`src/rtl/scr1_clk_ctrl_pkg.sv`:
```
// Shared types and default timing constants for the core clock-gating controller.
// The state encoding keeps RUN at zero so a cleared register means "clock running".
package scr1_clk_ctrl_pkg;

    typedef enum logic [1:0] {
        ST_RUN       = 2'd0,
        ST_WAIT_IDLE = 2'd1,
        ST_SLEEP     = 2'd2,
        ST_WAKE      = 2'd3
    } clk_state_e;

    localparam int unsigned IDLE_HYST_DEF = 4;
    localparam int unsigned WAKE_DLY_DEF  = 2;
    localparam int unsigned CNT_W_DEF     = 4;

endpackage

```
`src/rtl/scr1_clk_gate_ctrl.sv`:
```
// Core clock-gating controller: gates the core clock after a sleep request plus an idle
// hysteresis window, and restores it on interrupt/debug wake with a hold-off settle window.
module scr1_clk_gate_ctrl
    import scr1_clk_ctrl_pkg::*;
#(
    parameter int unsigned IDLE_HYST = IDLE_HYST_DEF,
    parameter int unsigned WAKE_DLY  = WAKE_DLY_DEF,
    parameter int unsigned CNT_W     = CNT_W_DEF
) (
    input  logic clk,
    input  logic rst_n,
    input  logic sleep_req,
    input  logic pipe_idle,
    input  logic wake_evt,
    input  logic dbg_req,
    output logic clk_en,
    output logic core_hold,
    output logic sleep_status,
    output logic wake_ack
);

    localparam logic [CNT_W-1:0] IDLE_LAST = CNT_W'(IDLE_HYST - 1);
    localparam logic [CNT_W-1:0] WAKE_LAST = CNT_W'(WAKE_DLY - 1);

    clk_state_e       state, state_nxt;
    logic [CNT_W-1:0] cnt, cnt_nxt;
    logic             wake;

    // Wake is decoded straight from the inputs so it still works while the core is gated.
    assign wake = wake_evt | dbg_req;

    always_comb begin
        // NOTE: every combinational output gets a default first so no path can infer a latch.
        state_nxt = state;
        cnt_nxt   = cnt;
        case (state)
            ST_RUN: begin
                if (sleep_req && !wake) begin
                    state_nxt = ST_WAIT_IDLE;
                    cnt_nxt   = '0;
                end
            end
            ST_WAIT_IDLE: begin
                if (wake || !sleep_req) begin
                    state_nxt = ST_RUN;
                    cnt_nxt   = '0;
                end else if (!pipe_idle) begin
                    cnt_nxt = '0;
                end else if (cnt == IDLE_LAST) begin
                    state_nxt = ST_SLEEP;
                    cnt_nxt   = '0;
                end else begin
                    cnt_nxt = cnt + 1'b1;
                end
            end
            ST_SLEEP: begin
                // sleep_req is frozen by the gated core here, so only wake matters.
                if (wake) begin
                    state_nxt = ST_WAKE;
                    cnt_nxt   = '0;
                end
            end
            ST_WAKE: begin
                if (cnt == WAKE_LAST) begin
                    state_nxt = ST_RUN;
                    cnt_nxt   = '0;
                end else begin
                    cnt_nxt = cnt + 1'b1;
                end
            end
            default: begin
                state_nxt = ST_RUN;
                cnt_nxt   = '0;
            end
        endcase
    end

    // Outputs are decoded from the next state and registered, so clk_en only moves on a clk edge.
    always_ff @(posedge clk or negedge rst_n) begin
        if (!rst_n) begin
            state        <= ST_RUN;
            cnt          <= '0;
            clk_en       <= 1'b1;
            core_hold    <= 1'b0;
            sleep_status <= 1'b0;
            wake_ack     <= 1'b0;
        end else begin
            // NOTE: non-blocking assignments so every flop samples pre-edge values together.
            state        <= state_nxt;
            cnt          <= cnt_nxt;
            clk_en       <= (state_nxt != ST_SLEEP);
            core_hold    <= (state_nxt == ST_WAKE);
            sleep_status <= (state_nxt == ST_SLEEP);
            wake_ack     <= (state == ST_WAKE) && (state_nxt == ST_RUN);
        end
    end

    a_sleep_gated: assert property (@(posedge clk) disable iff (!rst_n) sleep_status |-> !clk_en);
    a_hold_clocked: assert property (@(posedge clk) disable iff (!rst_n) core_hold |-> clk_en);
    a_ack_pulse: assert property (@(posedge clk) disable iff (!rst_n) wake_ack |=> !wake_ack);

endmodule
```
`config.mk`:
```
export PLATFORM = sky130hd
export DESIGN_NAME = scr1_clk_gate_ctrl
export DESIGN_NICKNAME = d
export VERILOG_FILES = /design/src/rtl/scr1_clk_ctrl_pkg.sv /design/src/rtl/scr1_clk_gate_ctrl.sv
export SDC_FILE = /design/constraint.sdc
export NUM_CORES = 1
export LEC_CHECK = 0
export CAP_MARGIN = 20
export CORE_AREA = 8 8 45 47
export CTS_CLUSTER_SIZE = 12
export DETAILED_ROUTE_END_ITERATION = 10
export DIE_AREA = 0 0 53 55
export PLACE_DENSITY = 0.66
export SLEW_MARGIN = 20
export SYNTH_ARGS = -nofsm -noshare
export SYNTH_HDL_FRONTEND = slang
export SYNTH_SLANG_ARGS = --single-unit
```
`constraint.sdc`:
```
create_clock -name clk -period 2.1 [get_ports clk]
set_clock_uncertainty 0.2 [all_clocks]
set_input_delay 0.42 -clock clk [delete_from_list [all_inputs] [get_ports clk]]
set_output_delay 0.42 -clock clk [all_outputs]
set_load 0.01 [all_outputs]
```
==> metrics.cfg, run 1 <==
[outcome]
status = complete, no violations

[cells_and_area]
nFillCells = 138
multi_input_area_um2 = 292
final_cells = 82
n_antenna_cell = 0
seq_area_um2 = 251
area_delta_synth_final_pct = 25.0
fin_util_pct = 50.2
layout_common_cells = dfrtp_1 (9), clkdlybuf4s50_1 (9), nand2_1 (6)
drive_gt1_share_pct = 15.2
nets = 76

[timing]
finalHoldViolCount = 0
setup_violations = 0
finalSetupTns_ns = 0
setup_slack_ns = 0.188
max_slew_margin_pct = 66.7
rsz0062_at_grt = false
finalCritPeriodShare_pct = 91.0
fmax_ghz = 0.523
slew_viol_final = 0
finalCriticalPeriod_ns = 1.91
worst_pin_slew_ns = 0.498

[place]
place_ws_ns = -0.0472
place.detailed.hpwl_um = 800
place_inst = 78
gp_congestion = 0.742
portBuffers = 9

[power_and_ir_drop]
clockPowerShare_pct = 18.2
leakagePower_uw = 0.000306
powerDensity_nw_per_um2 = 1110
seqPwrFrac_pct = 42.4
ir_worst_vdd_uv = 461
power.switching_uw = 286
p_int_uw = 486
netSwitchingFraction_pct = 37.0
pwr-share-comb_pct = 39.4

[hold_path]
hold_class = in2async

[global_routing]
grt_max_degree = 11
grt.total_usage_pct = 7.50
grt_pass1_wl_mm = 1.57
antenna_found_initial = 0
overflow = 0
grt_pass1_vias = 372

[clock_tree]
clkTransAtPathRegs_ns = 0.07
cts_max_path_buffers = 2
clock-root-buffer = clkbuf_4
clock_latency_ns = 0.27
cts-htree-levels = 1
cts.sinks = 10
post_cts_buffers = 0
ctsHoldBuffers = 0
cts_resized = 0
cts_tree = done
numCtsBuffers = 3

[job]
max-cap-violations = 0

[die]
fp.dieH_um = 55
ioPinCount = 10
coreArea_um2 = 1380
num_rows = 14
die-area_um2 = 2920
die_w_um = 53
start_util_pct = 40.1

[critical_path]
startpoint = clk_en
critPathTopFamily = buffers and inverters
r2r_setup_slack_ns = 0.38
slowest_delay_ns = 0.52
path_buf_inv = 1
crit_path_start_kind = register
crit_end = clk_en
r2r_cells = 4
cp.arrival_ns = 1.29
cp.depth = 1
worstPathMaxFanout = 1
timing.rr.start = state[1]
worstSetupPathType = reg2out
cp-end-kind = primary output
crit_chain = clkdlybuf4s50_1
slowest_stage = clkdlybuf4s50_1
required_ns = 1.48
timing.rr.end = sleep_status

[synthesis]
yosysWarnings = 0
ys_seq_area_share_pct = 45.3
synth_top_family_by_area = simple AND/OR/NAND/NOR gates
syn_area_um2 = 556
ys_ff_latch = 10
synth-compound-area-share_pct = 20.9
synth_area_per_cell_um2 = 10.5
netlist.area_leader.share_pct = 40.5
synth_edf_count = 0
synthXorXnorAreaFrac_pct = 0
syn-num-nets = 62
synth_area_leaders = dfrtp_1 (41%), ha_1 (6.8%), dfstp_2 (4.7%)
synthFlopType = dfrtp_1
synth_cell_types = 25
synthAdderAreaFrac_pct = 6.76
synth-simple-area-share_pct = 24.8
synthArstFlopShare_pct = 100
synth_top_area_cell = dfrtp_1
postSynthCellCount = 53
muxShareOfSynthArea_pct = 0

[routing]
drc = 0
avgRoutedWirePerCell_um = 12.0
firstDrtPassIters = 2
num_vias = 438
ant_nets = 0
vias_per_cell = 5.34
drt_wl_total_um = 980
drt_iter0_markers = 4

layout make-up:
cell class / instances / share of cell area [%]
Multi-Input combinational cell: 40 / 42.0
Sequential cell: 10 / 36.2
Timing Repair Buffer: 10 / 14.1
Clock buffer: 4 / 3.78
Tap cell: 16 / 2.88
Inverter: 2 / 1.08
worst min-delay path by stage:
stage / from / to / slack (ns) / depth (start not counted)
2_1_floorplan: rst_n / cnt[0] / -0.08 / 0
4_1_cts: rst_n / state[0] / 0.27 / 1
5_1_grt: rst_n / state[0] / 0.30 / 1
3_3_place_gp: cnt[2] / cnt[2] / 0.37 / 1
6_report: rst_n / state[0] / 0.27 / 1
3_5_place_dp: cnt[1] / cnt[1] / 0.38 / 2
power by group through the flow:
stage | Clock [uW] | Sequential (uW) | Combinational [uW]
after floorplan | 0 | 311 | 200
after global placement | 0 | 330 | 303
after detailed placement | 0 | 332 | 309
after CTS | 146 | 327 | 310
after global routing | 157 | 338 | 336
final | 140 | 327 | 304
flip-flops by register name (all words and copies together), names as in the netlist:
register / count
wake_ack: 1
clk_en: 1
state: 2
cnt: 4
core_hold: 1
sleep_status: 1
through the flow:
step / hold slack, ns / instance area [um2] / total power (uW)
2_1_floorplan: -0.0756 / 556 / 512
3_3_place_gp: 0.369 / 668 / 633
3_5_place_dp: 0.380 / 668 / 641
4_1_cts: 0.271 / 694 / 783
5_1_grt: 0.303 / 694 / 830
6_report: 0.268 / 694 / 771
kinds of logic (layout without fill, tap and decap cells):
kind of cell / count (synthesis) / after routing
AO/OA/AOI/OAI: 16 / 16
adder cells (fa/ha/maj): 3 / 3
buffers and inverters: 3 / 16
flip-flops: 10 / 10
AND/OR/NAND/NOR: 21 / 21
per-layer routing:
layer | GRT usage [%] | share of wire [%] | up-vias
met4 | 5.17 | 1.9 | 0
li1 | - | - | 221
met3 | 2.41 | 6.7 | 2
met1 | 9.35 | 47 | 204
met2 | 10.7 | 44 | 11
met5 | 0 | 0 | -
synth_stat cells, types with 2 or more instances:
cell and number:
inv_1 2, nand3_1 2, nor2_1 4, a21o_1 3
a21oi_1 5, o21ai_0 2, dfrtp_1 9, nand2b_1 2
nand2_1 6, ha_1 3
(Power assumes the default switching activity.)
==> run 2: changes to the inputs <==
- REMOVE_ABC_BUFFERS: default -> 1
==> run 2 against run 1 <==
  * Count of clock-buffer cells in the layout unchanged
  * Register-to-register slack worse by 0.11 ns
  * Critical endpoint unchanged
  * Fmax down 0.56%
  * Core utilization up 3.4 points
  * Via count up 0.46%
  * Combinational power up 19%
  * Cell count up 6.1%
  * Global-route usage up 0.93 points
  * Clock power up 24%
==> metrics.cfg, run 2 (synthesis gave the netlist of run 1 again) <==
[critical_path]
cp.arrival_ns = 1.30  ; about the same
startpoint = clk_en
cp-end-kind = primary output
timing.rr.start = cnt[1]
required_ns = 1.48  ; about the same
slowest_delay_ns = 0.53  ; about the same
crit_chain = clkdlybuf4s50_1
critPathTopFamily = buffers and inverters
worstSetupPathType = reg2out
worstPathMaxFanout = 1  ; unchanged
path_buf_inv = 1  ; unchanged
slowest_stage = clkdlybuf4s50_1
crit_path_start_kind = register

[clock_tree]
clock-root-buffer = clkbuf_4
cts-htree-levels = 1  ; unchanged
post_cts_buffers = 0  ; unchanged
ctsHoldBuffers = 0  ; unchanged
cts.sinks = 10  ; unchanged
clkTransAtPathRegs_ns = 0.07  ; about the same
numCtsBuffers = 3  ; unchanged
cts_resized = 0  ; unchanged
cts_max_path_buffers = 2  ; unchanged
cts_tree = done
clock_latency_ns = 0.26  ; about the same

[hold_path]
hold_class = in2async

[cells_and_area]
reg_top3 = cnt x4, state x2
area_delta_synth_final_pct = 33.6
largest_register_ffs = 4  ; unchanged
stdcell_area_um2 = 742  ; +6.8%
drive_gt1_share_pct = 22.5  ; +7.4 points
seq_area_um2 = 251  ; unchanged
layout_common_cells = dfrtp_1 (9), clkdlybuf4s50_1 (9), nand2_1 (6), buf_4 (6), a21oi_1 (5)
final_cells = 87  ; +6.1%
nets = 81  ; +6.6%
top_register = cnt
multi_input_area_um2 = 292  ; unchanged
n_antenna_cell = 0  ; unchanged
nFillCells = 135  ; -2.2%

[place]
placed_area_um2 = 706  ; +5.6%
gp_congestion = 0.714  ; -3.8%
portBuffers = 9  ; unchanged
place_inst = 83  ; +6.4%
place.detailed.hpwl_um = 912  ; +14%

[timing]
fin_hold_ws_ns = 0.277  ; +0.00900 ns
worst_pin_slew_ns = 0.463  ; -0.0349 ns
finalCriticalPeriod_ns = 1.92  ; +0.0107 ns
max_slew_margin_pct = 69.0  ; +2.3 points
finalHoldViolCount = 0  ; unchanged
setup_violations = 0  ; unchanged
rsz0062_at_grt = false
finalCritPeriodShare_pct = 91.5  ; +0.51 points
slew_viol_final = 0  ; unchanged
fmax_ghz = 0.520  ; -0.56%

[global_routing]
overflow = 0  ; unchanged
antenna_found_initial = 0  ; unchanged
grt_pass1_wl_mm = 1.84  ; +18%
grt_pass1_vias = 451  ; +21%
grt_max_degree = 11  ; unchanged
grt.total_usage_pct = 8.43  ; +0.93 points

[die]
die_w_um = 53  ; unchanged
start_util_pct = 40.1  ; unchanged
num_rows = 14  ; unchanged
coreArea_um2 = 1380  ; unchanged
die-area_um2 = 2920  ; unchanged
fp.dieH_um = 55  ; unchanged
ioPinCount = 10  ; unchanged

[routing]
avgRoutedWirePerCell_um = 12.9  ; +8.0%
vias_per_cell = 5.06  ; -5.3%
drc = 0  ; unchanged
ant_nets = 0  ; unchanged
num_vias = 440  ; +0.46%
drt_iter0_markers = 6  ; +2
drt_wl_total_mm = 1.12  ; +15%
firstDrtPassIters = 2  ; unchanged

[power_and_ir_drop]
leakagePower_uw = 0.000338  ; +10%
powerDensity_nw_per_um2 = 1160  ; +4.1%
ir_worst_vdd_uv = 504  ; +9.3%
p_total_uw = 858  ; +11%

[job]
max-cap-violations = 0  ; unchanged

[outcome]
status = complete, no violations

==> run 2: cell count changes in the layout (fill, tap and decap cells not counted) <==
cell,previous run,this run
clkbuf_1,1,0
clkbuf_8,0,1
buf_4,1,6
==> run 2: area by class of cell <==
| cell class | count | share of cell area [%] |
|---|---|---|
| multi-input cells | 40 | 39.3 |
| flip-flops and latches | 10 | 33.9 |
| repair buffers | 15 | 18.2 |
| clock buffers | 4 | 4.89 |
| well taps | 16 | 2.70 |
| inverters | 2 | 1.01 |
==> run 2: power breakdown <==
| group | internal (uW) | total [uW] | switching [uW] |
|---|---|---|---|
| clock | 105 | 174 | 68.9 |
| sequential | 257 | 321 | 64.2 |
| combinational | 193 | 363 | 170 |
| total | 555 | 858 | 303 |
==> run 2: per-layer routing <==
layer / share of wire (%) / global-route usage [%] / vias to the layer above
met5: 0 / 0 / -
met4: 0 / 2.59 / 0
met3: 6.3 / 2.94 / 0
met2: 48 / 15.8 / 6
met1: 45 / 8.54 / 202
li1: - / - / 232
==> run 2: worst paths after layout <==
| path | end | slack (ns) | cells after the start |
|---|---|---|---|
| setup / recovery | clk_en | 0.18 | 1 |
| hold / removal | state[0] | 0.28 | 1 |
| setup reg to reg | wake_ack | 0.27 | 6 |
| hold reg to reg | cnt[1] | 0.39 | 2 |
| max in group asynchronous | clk_en | 1.08 | 1 |
| min in group clk | cnt[1] | 0.39 | 2 |
==> run 2: per-stage QoR <==
step                      setup TNS (ns)  utilization [%]  setup WS [ns]
after floorplan                        0                -          0.468
after global placement           -0.0468             51.0        -0.0312
after detailed placement          -0.107             51.0        -0.0398
after CTS                              0             53.6          0.160
after global routing                   0             53.6         0.0995
final                                  0             53.6          0.178
==> run 3: changes to the inputs <==
- CORE_AREA: 8 8 45 47 -> default
- CORE_MARGIN: default -> 8
- CORE_UTILIZATION: default -> 40
- DIE_AREA: 0 0 53 55 -> default
- PLACE_DENSITY: 0.66 -> default
==> run 3 against run 2 <==
  * Sequential share of layout area is 0.057 points higher
  * Clock power fell by 3%
  * Sequential cell count unchanged
  * Largest cell class unchanged
  * Core utilization is 3.3 points higher
  * Routed wire length decreased by 1.8%
  * Critical path type unchanged
==> metrics.cfg, run 3 (synthesis gave the netlist of run 1 again) <==
[routing]
firstDrtPassIters = 4  ; +2
ant_nets = 0  ; unchanged
drc = 0  ; unchanged
drt_wl_total_mm = 1.10  ; -1.8%
drt_iter0_markers = 8  ; +2
avgRoutedWirePerCell_um = 12.8  ; -0.64%
vias_per_cell = 5.33  ; +5.3%
num_vias = 458  ; +4.1%

[cells_and_area]
layout_common_cells = dfrtp_1 (9), clkdlybuf4s50_1 (9), nand2_1 (6), buf_4 (6), a21oi_1 (5)
nets = 81  ; unchanged
nFillCells = 129  ; -4.4%
multi_input_area_um2 = 292  ; unchanged
stdcell_area_um2 = 741  ; -0.17%
n_antenna_cell = 0  ; unchanged
final_cells = 86  ; -1.1%
largest_register_ffs = 4  ; unchanged
drive_gt1_share_pct = 22.5  ; unchanged
seq_area_um2 = 251  ; unchanged
area_delta_synth_final_pct = 33.3
top_register = cnt
reg_top3 = cnt x4, state x2

[power_and_ir_drop]
netSwitchingFraction_pct = 34.5  ; -0.81 points
seqPwrFrac_pct = 37.6  ; +0.2 points
leakagePower_uw = 0.000338  ; about the same
powerDensity_nw_per_um2 = 1130  ; -2.3%
pwr-share-comb_pct = 42.4  ; about the same
p_total_uw = 837  ; -2.4%
power.switching_uw = 289  ; -4.7%
p_int_uw = 548  ; -1.2%
ir_worst_vdd_uv = 666  ; +32%
clockPowerShare_pct = 20.1  ; -0.2 points

[place]
place.detailed.hpwl_um = 902  ; -1.1%
portBuffers = 9  ; unchanged
place_inst = 82  ; -1.2%
gp_congestion = 0.721  ; +0.98%
placed_area_um2 = 704  ; -0.18%

[critical_path]
slowest_stage = dfstp_2
required_ns = 1.48  ; about the same
slowest_delay_ns = 0.52  ; about the same
critPathTopFamily = flip-flops
path_buf_inv = 1  ; unchanged
crit_chain = clkdlybuf4s50_1
worstSetupPathType = reg2out
cp-end-kind = primary output
cp.arrival_ns = 1.30  ; about the same
crit_path_start_kind = register
worstPathMaxFanout = 1  ; unchanged

[global_routing]
overflow = 0  ; unchanged
grt.total_usage_pct = 9.12  ; +0.69 points
antenna_found_initial = 0  ; unchanged
grt_pass1_wl_mm = 1.91  ; +3.7%
grt_pass1_vias = 440  ; -2.4%
grt_max_degree = 11  ; unchanged

[timing]
finalCritPeriodShare_pct = 91.4  ; -0.13 points
rsz0062_at_grt = false
finalHoldViolCount = 0  ; unchanged
fmax_ghz = 0.521  ; +0.15%
slew_viol_final = 0  ; unchanged
finalSetupTns_ns = 0  ; unchanged
setup_violations = 0  ; unchanged
finalCriticalPeriod_ns = 1.92  ; -0.00279 ns
worst_pin_slew_ns = 0.509  ; +0.0454 ns
max_slew_margin_pct = 66.0  ; -3.0 points

[clock_tree]
cts-htree-levels = 1  ; unchanged
cts_max_path_buffers = 2  ; unchanged
clock_latency_ns = 0.26  ; about the same
post_cts_buffers = 0  ; unchanged
numCtsBuffers = 3  ; unchanged
ctsHoldBuffers = 0  ; unchanged
cts_tree = done
cts_resized = 0  ; unchanged
clkTransAtPathRegs_ns = 0.07  ; about the same
clock-root-buffer = clkbuf_4
cts.sinks = 10  ; unchanged

[outcome]
status = complete, no violations

[die]
coreArea_um2 = 1300  ; -6.0%
die-area_um2 = 2840  ; -2.7%
ioPinCount = 10  ; unchanged
fp.dieH_um = 53.3  ; -3.2%
start_util_pct = 42.7  ; +2.5 points
num_rows = 13  ; -1
die_w_um = 53.3  ; +0.50%

[job]
max-cap-violations = 0  ; unchanged

[hold_path]
hold_class = in2async

-- run 3: worst paths after layout --
path,start,end,slack [ns],depth (start not counted)
max,clk_en,clk_en,0.18,1
max reg2reg,state[1],cnt[3],0.39,4
min,rst_n,sleep_status,0.28,1
min in group clk,cnt[2],cnt[2],0.40,1
max in group asynchronous,rst_n,clk_en,1.08,1
min reg2reg,cnt[2],cnt[2],0.40,1
-- run 3: per-stage QoR --
| stage | hold WS (ns) | setup slack, ns | util [%] |
|---|---|---|---|
| floorplan | -0.0756 | 0.468 | - |
| global placement | 0.386 | -0.0118 | 54.1 |
| detailed placement | 0.391 | -0.0531 | 54.1 |
| CTS | 0.284 | 0.162 | 56.9 |
| global route | 0.313 | 0.0431 | 56.9 |
| finish | 0.278 | 0.180 | 56.9 |
-- run 3: cell type report --
| cell class | instances | area share, % |
|---|---|---|
| multi-input cells | 40 | 39.4 |
| inverters | 2 | 1.01 |
| repair buffers | 15 | 18.2 |
| well taps | 15 | 2.53 |
| clock buffers | 4 | 4.90 |
| flip-flops and latches | 10 | 34.0 |
-- run 3: worst register-to-register path, cell delays in order (launching register included) --
cell and delay [ns]:
dfrtp_1 0.44, nor4b_4 0.42, nand4b_2 0.21, a211oi_2 0.25
a211o_1 0.12
-- run 3: per-layer routing --
metal | global-route usage (%) | vias up | wire length (um)
li1 | - | 233 | -
met1 | 9.00 | 212 | 411
met2 | 16.4 | 13 | 592
met3 | 5.32 | 0 | 100
met4 | 1.26 | 0 | 0
met5 | 0 | - | 0
-- run 3: power by group through the flow --
stage               registers [uW]  logic [uW]  clock network [uW]
global route                   323         402                 188
finish                         314         355                 168
detailed placement             317         360                   0
CTS                            314         359                 176
floorplan                      331         172                   0
global placement               318         355                   0
